`src/rtl/udma_hyper_txn_sched.sv`:
```
// Round-robin transaction scheduler sharing one HyperBus channel between NB_REQ requesters,
// with one transaction in flight and a programmable watchdog for hung transfers.
module udma_hyper_txn_sched #(
    parameter int unsigned NB_REQ = 4,
    parameter int unsigned ADDR_W = 32,
    parameter int unsigned SIZE_W = 20,
    parameter int unsigned TO_W   = 16
) (
    input  logic                       sys_clk_i,
    input  logic                       rstn_i,
    input  logic [NB_REQ-1:0]          req_valid_i,
    output logic [NB_REQ-1:0]          req_ready_o,
    input  logic [NB_REQ*ADDR_W-1:0]   req_addr_i,
    input  logic [NB_REQ*SIZE_W-1:0]   req_size_i,
    input  logic [NB_REQ-1:0]          req_rwn_i,
    input  logic [NB_REQ-1:0]          req_cs_i,
    output logic [NB_REQ-1:0]          done_o,
    output logic [NB_REQ-1:0]          err_o,
    output logic                       txn_valid_o,
    input  logic                       txn_ready_i,
    output logic [ADDR_W-1:0]          txn_addr_o,
    output logic [SIZE_W-1:0]          txn_size_o,
    output logic                       txn_rwn_o,
    output logic                       txn_cs_o,
    input  logic                       eot_i,
    output logic                       abort_o,
    input  logic [TO_W-1:0]            timeout_cfg_i,
    output logic                       evt_rd_eot_o,
    output logic                       evt_wr_eot_o,
    output logic                       busy_o,
    output logic [$clog2(NB_REQ)-1:0]  grant_id_o
);

    localparam int unsigned ID_W = $clog2(NB_REQ);
    localparam int unsigned IW   = ID_W + 1;

    localparam logic [1:0] ST_IDLE  = 2'd0;
    localparam logic [1:0] ST_ISSUE = 2'd1;
    localparam logic [1:0] ST_WAIT  = 2'd2;
    localparam logic [1:0] ST_DONE  = 2'd3;

    logic [1:0]        state_q, state_d;
    logic [ID_W-1:0]   rr_ptr_q, grant_q, winner_c;
    logic [IW-1:0]     idx_sum;
    logic              any_valid_c;
    logic              sel_zero_c;
    logic              accept_c, handshake_c, expire_c;
    logic [ADDR_W-1:0] addr_q;
    logic [SIZE_W-1:0] size_q;
    logic              rwn_q, cs_q, err_q, to_q;
    logic [TO_W-1:0]   wd_q;
    logic [NB_REQ-1:0] owner_oh;

    // First pending requester at or above rr_ptr, wrapping around
    always_comb begin
        winner_c    = rr_ptr_q;
        any_valid_c = 1'b0;
        idx_sum     = '0;
        for (int i = 0; i < int'(NB_REQ); i++) begin
            idx_sum = {1'b0, rr_ptr_q} + IW'(i);
            if (idx_sum >= IW'(NB_REQ)) idx_sum = idx_sum - IW'(NB_REQ);
            if (!any_valid_c && req_valid_i[idx_sum[ID_W-1:0]]) begin
                winner_c    = idx_sum[ID_W-1:0];
                any_valid_c = 1'b1;
            end
        end
    end

    assign sel_zero_c = (req_size_i[32'(winner_c)*SIZE_W +: SIZE_W] == '0);

    always_ff @(posedge sys_clk_i or negedge rstn_i) begin
        if (!rstn_i) state_q <= ST_IDLE;
        else         state_q <= state_d;
    end

    // Next state; accept is combinational so a request is taken in the cycle it appears
    always_comb begin
        state_d     = state_q;
        req_ready_o = '0;
        accept_c    = 1'b0;
        handshake_c = 1'b0;
        expire_c    = 1'b0;
        case (state_q)
            ST_IDLE: begin
                if (any_valid_c) begin
                    req_ready_o[winner_c] = 1'b1;
                    accept_c              = 1'b1;
                    state_d               = sel_zero_c ? ST_DONE : ST_ISSUE;
                end
            end
            ST_ISSUE: begin
                if (txn_ready_i) begin
                    handshake_c = 1'b1;
                    state_d     = ST_WAIT;
                end
            end
            ST_WAIT: begin
                if (eot_i) begin
                    state_d = ST_DONE;
                end else if (timeout_cfg_i != '0 && wd_q >= timeout_cfg_i - TO_W'(1)) begin
                    expire_c = 1'b1;
                    state_d  = ST_DONE;
                end
            end
            ST_DONE:  state_d = ST_IDLE;
            default:  state_d = ST_IDLE;
        endcase
    end

    // Descriptor latch, watchdog, completion flags and round-robin pointer
    always_ff @(posedge sys_clk_i or negedge rstn_i) begin
        if (!rstn_i) begin
            addr_q   <= '0;
            size_q   <= '0;
            rwn_q    <= 1'b0;
            cs_q     <= 1'b0;
            grant_q  <= '0;
            err_q    <= 1'b0;
            to_q     <= 1'b0;
            wd_q     <= '0;
            rr_ptr_q <= '0;
        end else begin
            if (accept_c) begin
                addr_q  <= req_addr_i[32'(winner_c)*ADDR_W +: ADDR_W];
                size_q  <= req_size_i[32'(winner_c)*SIZE_W +: SIZE_W];
                rwn_q   <= req_rwn_i[winner_c];
                cs_q    <= req_cs_i[winner_c];
                grant_q <= winner_c;
                err_q   <= sel_zero_c;
                to_q    <= 1'b0;
            end
            if (handshake_c)
                wd_q <= '0;
            else if (state_q == ST_WAIT && timeout_cfg_i != '0)
                wd_q <= wd_q + TO_W'(1);
            if (expire_c) begin
                err_q <= 1'b1;
                to_q  <= 1'b1;
            end
            if (state_q == ST_DONE)
                rr_ptr_q <= (grant_q == ID_W'(NB_REQ - 1)) ? '0 : grant_q + ID_W'(1);
        end
    end

    assign owner_oh     = NB_REQ'(1) << grant_q;
    assign txn_valid_o  = (state_q == ST_ISSUE);
    assign busy_o       = (state_q != ST_IDLE);
    assign done_o       = (state_q == ST_DONE && !err_q) ? owner_oh : '0;
    assign err_o        = (state_q == ST_DONE &&  err_q) ? owner_oh : '0;
    assign abort_o      = (state_q == ST_DONE) && to_q;
    assign evt_rd_eot_o = (state_q == ST_DONE) && !err_q &&  rwn_q;
    assign evt_wr_eot_o = (state_q == ST_DONE) && !err_q && !rwn_q;
    assign txn_addr_o   = addr_q;
    assign txn_size_o   = size_q;
    assign txn_rwn_o    = rwn_q;
    assign txn_cs_o     = cs_q;
    assign grant_id_o   = grant_q;

endmodule
```
`config.mk`:
```
export PLATFORM = sky130hd
export DESIGN_NAME = udma_hyper_txn_sched
export DESIGN_NICKNAME = d
export VERILOG_FILES = /design/src/rtl/udma_hyper_txn_sched.sv
export SDC_FILE = /design/constraint.sdc
export NUM_CORES = 1
export LEC_CHECK = 0
export CAP_MARGIN = 20
export CORE_MARGIN = 5
export CORE_UTILIZATION = 40
export DETAILED_ROUTE_END_ITERATION = 6
export PLACE_DENSITY_LB_ADDON = 0.05
export SLEW_MARGIN = 20
export SYNTH_ARGS = -nofsm -noshare
export SYNTH_HDL_FRONTEND = slang
export SYNTH_SLANG_ARGS = --single-unit
```
`constraint.sdc`:
```
create_clock -name sys_clk_i -period 5.2 [get_ports sys_clk_i]
set_input_delay 1.56 -clock sys_clk_i [delete_from_list [all_inputs] [get_ports sys_clk_i]]
set_output_delay 1.56 -clock sys_clk_i [all_outputs]
set_load 0.02 [all_outputs]
```
Yosys cells after proc, flatten, opt, wreduce, memory -nomap -nowiden

Cells that the tools add are included.

Word-level logic and storage cells: 115
Register bits: 78
Input bits: 240

$mul: 1
$lt $le $gt $ge: 11
Eq/ne operators: 7
Reductions and logical operators: 23
Shift operators: 3
Multiplexer cells: 50
Add/subtract/negate cells: 10

Operator list:

| operator                | number |
|---|---|
| $shiftx A128 B8 Y32     | 1 |
| $shiftx A80 B8 Y20      | 1 |
| $mux W16                | 2 |
| $mux W2                 | 14 |
| $mux W1                 | 22 |
| $logic_not A20 Y1       | 1 |
| $add A16 B1 Y16 const B | 1 |
| $ge A16 B16 Y1          | 1 |
| $mux W4                 | 4 |
| $reduce_bool A16 Y1     | 1 |
| $sub A16 B1 Y16 const B | 1 |
| $lt A2 B3 Y1 const B    | 5 |
| $bmux W1 S2             | 6 |
| $logic_and A1 B1 Y1     | 11 |
| $ge A3 B3 Y1 const B    | 3 |
| $pmux W2 S4             | 1 |
| $sub A2 B1 Y2 const B   | 4 |
| $add A2 B2 Y3 const B   | 2 |
| $eq A2 B2 Y1 const B    | 3 |
| $reduce_bool A2 Y1      | 3 |
| $logic_not A1 Y1        | 5 |
| $mul A2 B3 Y5 const B   | 1 |
| $shl A1 B2 Y4 const A   | 1 |
| $add A2 B1 Y3 const B   | 1 |
| 10 further kinds        | 10 |

Depth between registers and ports, before layout

Word-level depth: 20
Depth in mapped cells: 13
Depth with buffers taken out: 13

Least setup slack after synthesis

OpenSTA, ideal clock, no wires.

Kind: in2out
Start point: input port req_valid_i[0]
End point: output port req_ready_o[2]
Setup slack: 0.116 ns
Cell stages on the path: 6
Buffers on the path: 2
Arrival: 3.524 ns
Cells stage by stage: nor2b_1 -> nor4_1 -> nor2_1 -> clkbuf_1 -> clkbuf_1 -> nor3_1

Cells in the longest elaborated chain, start to end: 18
Elaborated cells on any way between the ends: 29
Classes of those cells: order compare: 2; mux: 20; reduce/logical: 7

Ends and longest elaborated chain:

| item                                                               | line | source |
|---|---|---|
| from (decl)                                                        | 11   | `input logic [NB_REQ-1:0] req_valid_i,` |
| $bmux W1 S2                                                        | 62   | `if (!any_valid_c && req_valid_i[idx_sum[ID_W-1:0]]) begin` |
| $mux W1 (not written as such)                                      | 62   |  |
| $mux W1                                                            | 62   |  |
| $logic_not A1 Y1                                                   | 62   |  |
| $logic_and A1 B1 Y1                                                | 62   |  |
| $mux W1                                                            | 62   |  |
| $logic_not A1 Y1                                                   | 62   |  |
| $logic_and A1 B1 Y1                                                | 62   |  |
| [... 2 more ...]                                                   | n/a  |  |
| $logic_and A1 B1 Y1                                                | 62   |  |
| $mux W2                                                            | 62   |  |
| $lt A2 B3 Y1 (not written as such) or $ge A2 B1 Y1 (tied branches) | 86   | `req_ready_o[winner_c] = 1'b1;` |
| $logic_and A1 B1 Y1 (not written as such)                          | 86   |  |
| $mux W1 (not written as such)                                      | 86   |  |
| $demux W1 S2                                                       | 86   |  |
| $mux W4 (*)                                                        | 85   | `if (any_valid_c) begin` |
| $mux W4 (*)                                                        | 83   | `case (state_q)` |
| to (decl)                                                          | 12   | `output logic [NB_REQ-1:0] req_ready_o,` |

Every way passes the cells marked *; elsewhere a longest branch is shown, timed or not. The select of a mux whose other input is x is not followed.

Final worst setup path

Start point: input port req_valid_i[1]
End point: output port req_ready_o[1]

The elaborated chain is that of the path after synthesis.

==> flow_summary.toml <==
[setup_path]
cp_max_fo = 41
worstPathArrival_ns = 3.39
end_kind = "output port"
start_kind = "primary input"
cp_slowest_cell = "clkdlybuf4s50_1"
path_class = "primary input to output port"
crit_path_cell_trace = "clkdlybuf4s50_1, nor4_1, nand2b_4, buf_4, nor3_1, buf_12"
required_ns = 3.64
slowest_delay_ns = 0.50

[run_status]
status = "finished clean"

[power_and_ir_drop]
p_leak_nw = 4.16
ir_drop_mv = 0.279
powerDensity_nw_per_um2 = 469

[final_layout]
stdcell_count = 1268
nets = 1350
layout_common_cells = "clkdlybuf4s50_1, nand2_1, nand3_1"
syn2layout_area_growth_pct = 62.4
final_area_um2 = 9340
drive_gt1_share_pct = 4.78
final_common_cell = "clkdlybuf4s50_1"
diodes = 0

[sta]
rsz0062_at_grt = "false"
worst_pin_slew_ns = 0.942
hold_viol_final = 0
relSlewSlack_pct = 37.2
skew_ns = 0.00733
drv_slew = 0
fmax_ghz = 0.202
fin_crit_sh_pct = 95.2
period_needed_ns = 4.95
tns_ns = 0
setup_viol = 0

[clocking]
cts_hold_buffers = 0
clk-insertion-delay-late_ns = 0.33
cts_tree = "built"
cts.sinks = 78
cts.htree.levels = 3
clk_pin_slew_ns = 0.06
cts_buffer_depth = 2
cts_root_buffer = "clkbuf_16"
postCtsSetupBuffers = 0
cts_buffers = 9
cts-resized-gates = 0

[routing]
vias = 6656
finalWirelength_mm = 21.8
drtIter0Drc = 384
remaining_drc_errors = 0
drt-pass1-iter-count = 5
ant_nets = 0
wl_per_cell_um = 17.2
vias_per_cell = 5.25

[run]
cap_viol_max_count = 0

[die]
die_h_um = 130
initial_core_util_pct = 41.1
io_pins = 313
die_w_um = 130
rows = 43
core_um2 = 14000
dieArea_um2 = 16900

[synth]
ys.flop_type = "dfrtp_1"
yosysWarnings = 0
avgSynthCellArea_um2 = 7.20
synthArstFlopShare_pct = 100
yosysSeqAreaShare_pct = 34.0
syn_area_um2 = 5750
synthCells = 798
synth_cell_types = 50
ys_ff_latch = 78
syn-num-nets = 1064
synth_edf_count = 0

[placed_design]
io_buffers = 312
hpwl_mm = 16.9
place_area_um2 = 9040
gp_congestion = 0.889
place_inst = 1253

[grt]
grt_use_total_pct = 25.1
overflow = 0
grt_pass1_wl_mm = 33.4
grt_pass1_vias = 6389
antenna_found_initial = 0
grt_max_degree = 93

[hold_path]
hp-class = "flop to flop"
synth_stat cells (5+ instances only):
cell	n	area, um2
nand2_1	254	953
nand3_1	98	490
dfrtp_1	78	1950
o21ai_0	61	305
clkbuf_1	42	158
and3_1	27	169
ha_1	26	325
nor2_1	23	86.3
a211oi_1	18	135
a21oi_1	16	80.1
nor3_1	16	80.1
xor2_1	15	131
xnor2_1	11	96.3
inv_1	10	37.5
nand4_1	9	56.3
nor2b_1	8	50.1
o31ai_1	8	60.1
and2_1	7	43.8
buf_1	7	26.3
nor4_1	7	43.8
a21o_1	5	37.5
stage by stage:
| step | total power [mW] | setup slack, ns | hold WS [ns] | utilization [%] |
|---|---|---|---|---|
| after global routing | 4.71 | 0.0778 | 0.491 | 66.7 |
| after CTS | 4.41 | 0.0380 | 0.473 | 66.7 |
| final | 4.38 | 0.247 | 0.469 | 66.7 |
| after floorplan | 2.59 | 0.116 | 0.442 | - |
| after global placement | 3.74 | 0.0560 | 0.458 | 64.6 |
| after detailed placement | 3.77 | 0.0429 | 0.459 | 64.6 |
worst max-delay path, delay by kind of cell:
| family | cells | cell delay [ns] |
|---|---|---|
| and+or+nand+nor | 3 | 0.84 |
| buffers and inverters | 3 | 0.99 |
cell families after synthesis:
group / after synthesis / share of synthesized area, %
buffers and inverters: 64 / 4.40
xor gates and xnor gates: 26 / 3.96
DFF: 78 / 34.0
muxes: 4 / 0.762
adders and majority gates: 26 / 5.66
AOI/OAI and AO/OA: 135 / 14.8
and+or+nand+nor: 465 / 36.4
path summary, 6_finish.rpt:
path	to	cells after the start	from	slack [ns]
max	req_ready_o[1]	6	req_valid_i[1]	0.25
min	to_q$_DFFE_PN0P_	1	to_q$_DFFE_PN0P_	0.47
max reg2reg	state_q[1]$_DFFE_PN0P_	9	rr_ptr_q[1]$_DFFE_PN0N_	2.01
min reg2reg	to_q$_DFFE_PN0P_	1	to_q$_DFFE_PN0P_	0.47
max in group asynchronous	grant_id_o[1]$_DFFE_PN0P_	2	rstn_i	3.07
min in group asynchronous	txn_size_o[4]$_DFFE_PN0P_	1	rstn_i	1.27
per-layer routing:
metal,vias to the layer above,wire length (um),GRT usage [%]
met5,-,0,0
met4,0,749,9.72
met3,43,1710,5.81
met2,262,10400,42.9
met1,3019,8880,30.7
li1,3332,-,-
power breakdown:
group	total [mW]	switching, mW	internal (mW)
clock network	0.631	0.250	0.381
registers	1.02	0.161	0.861
logic	2.73	1.60	1.13
total	4.38	2.01	2.37
state kept, by name, indices dropped and copies added (netlist names):
name        flops
txn_rwn_o       1
rr_ptr_q        2
err_q           1
txn_addr_o     32
grant_id_o      2
to_q            1
state_q         2
wd_q           16
txn_size_o     20
txn_cs_o        1
area by class of cell:
class                           count  area, um2
Clock buffer                       11        243
Sequential cell                    78       1950
Timing Repair Buffer              329       3260
Fill cell                        1225       4650
Clock inverter                      4       47.5
Tap cell                          180        225
Inverter                           10       37.5
Multi-Input combinational cell    656       3570
(Power assumes the default switching activity.)
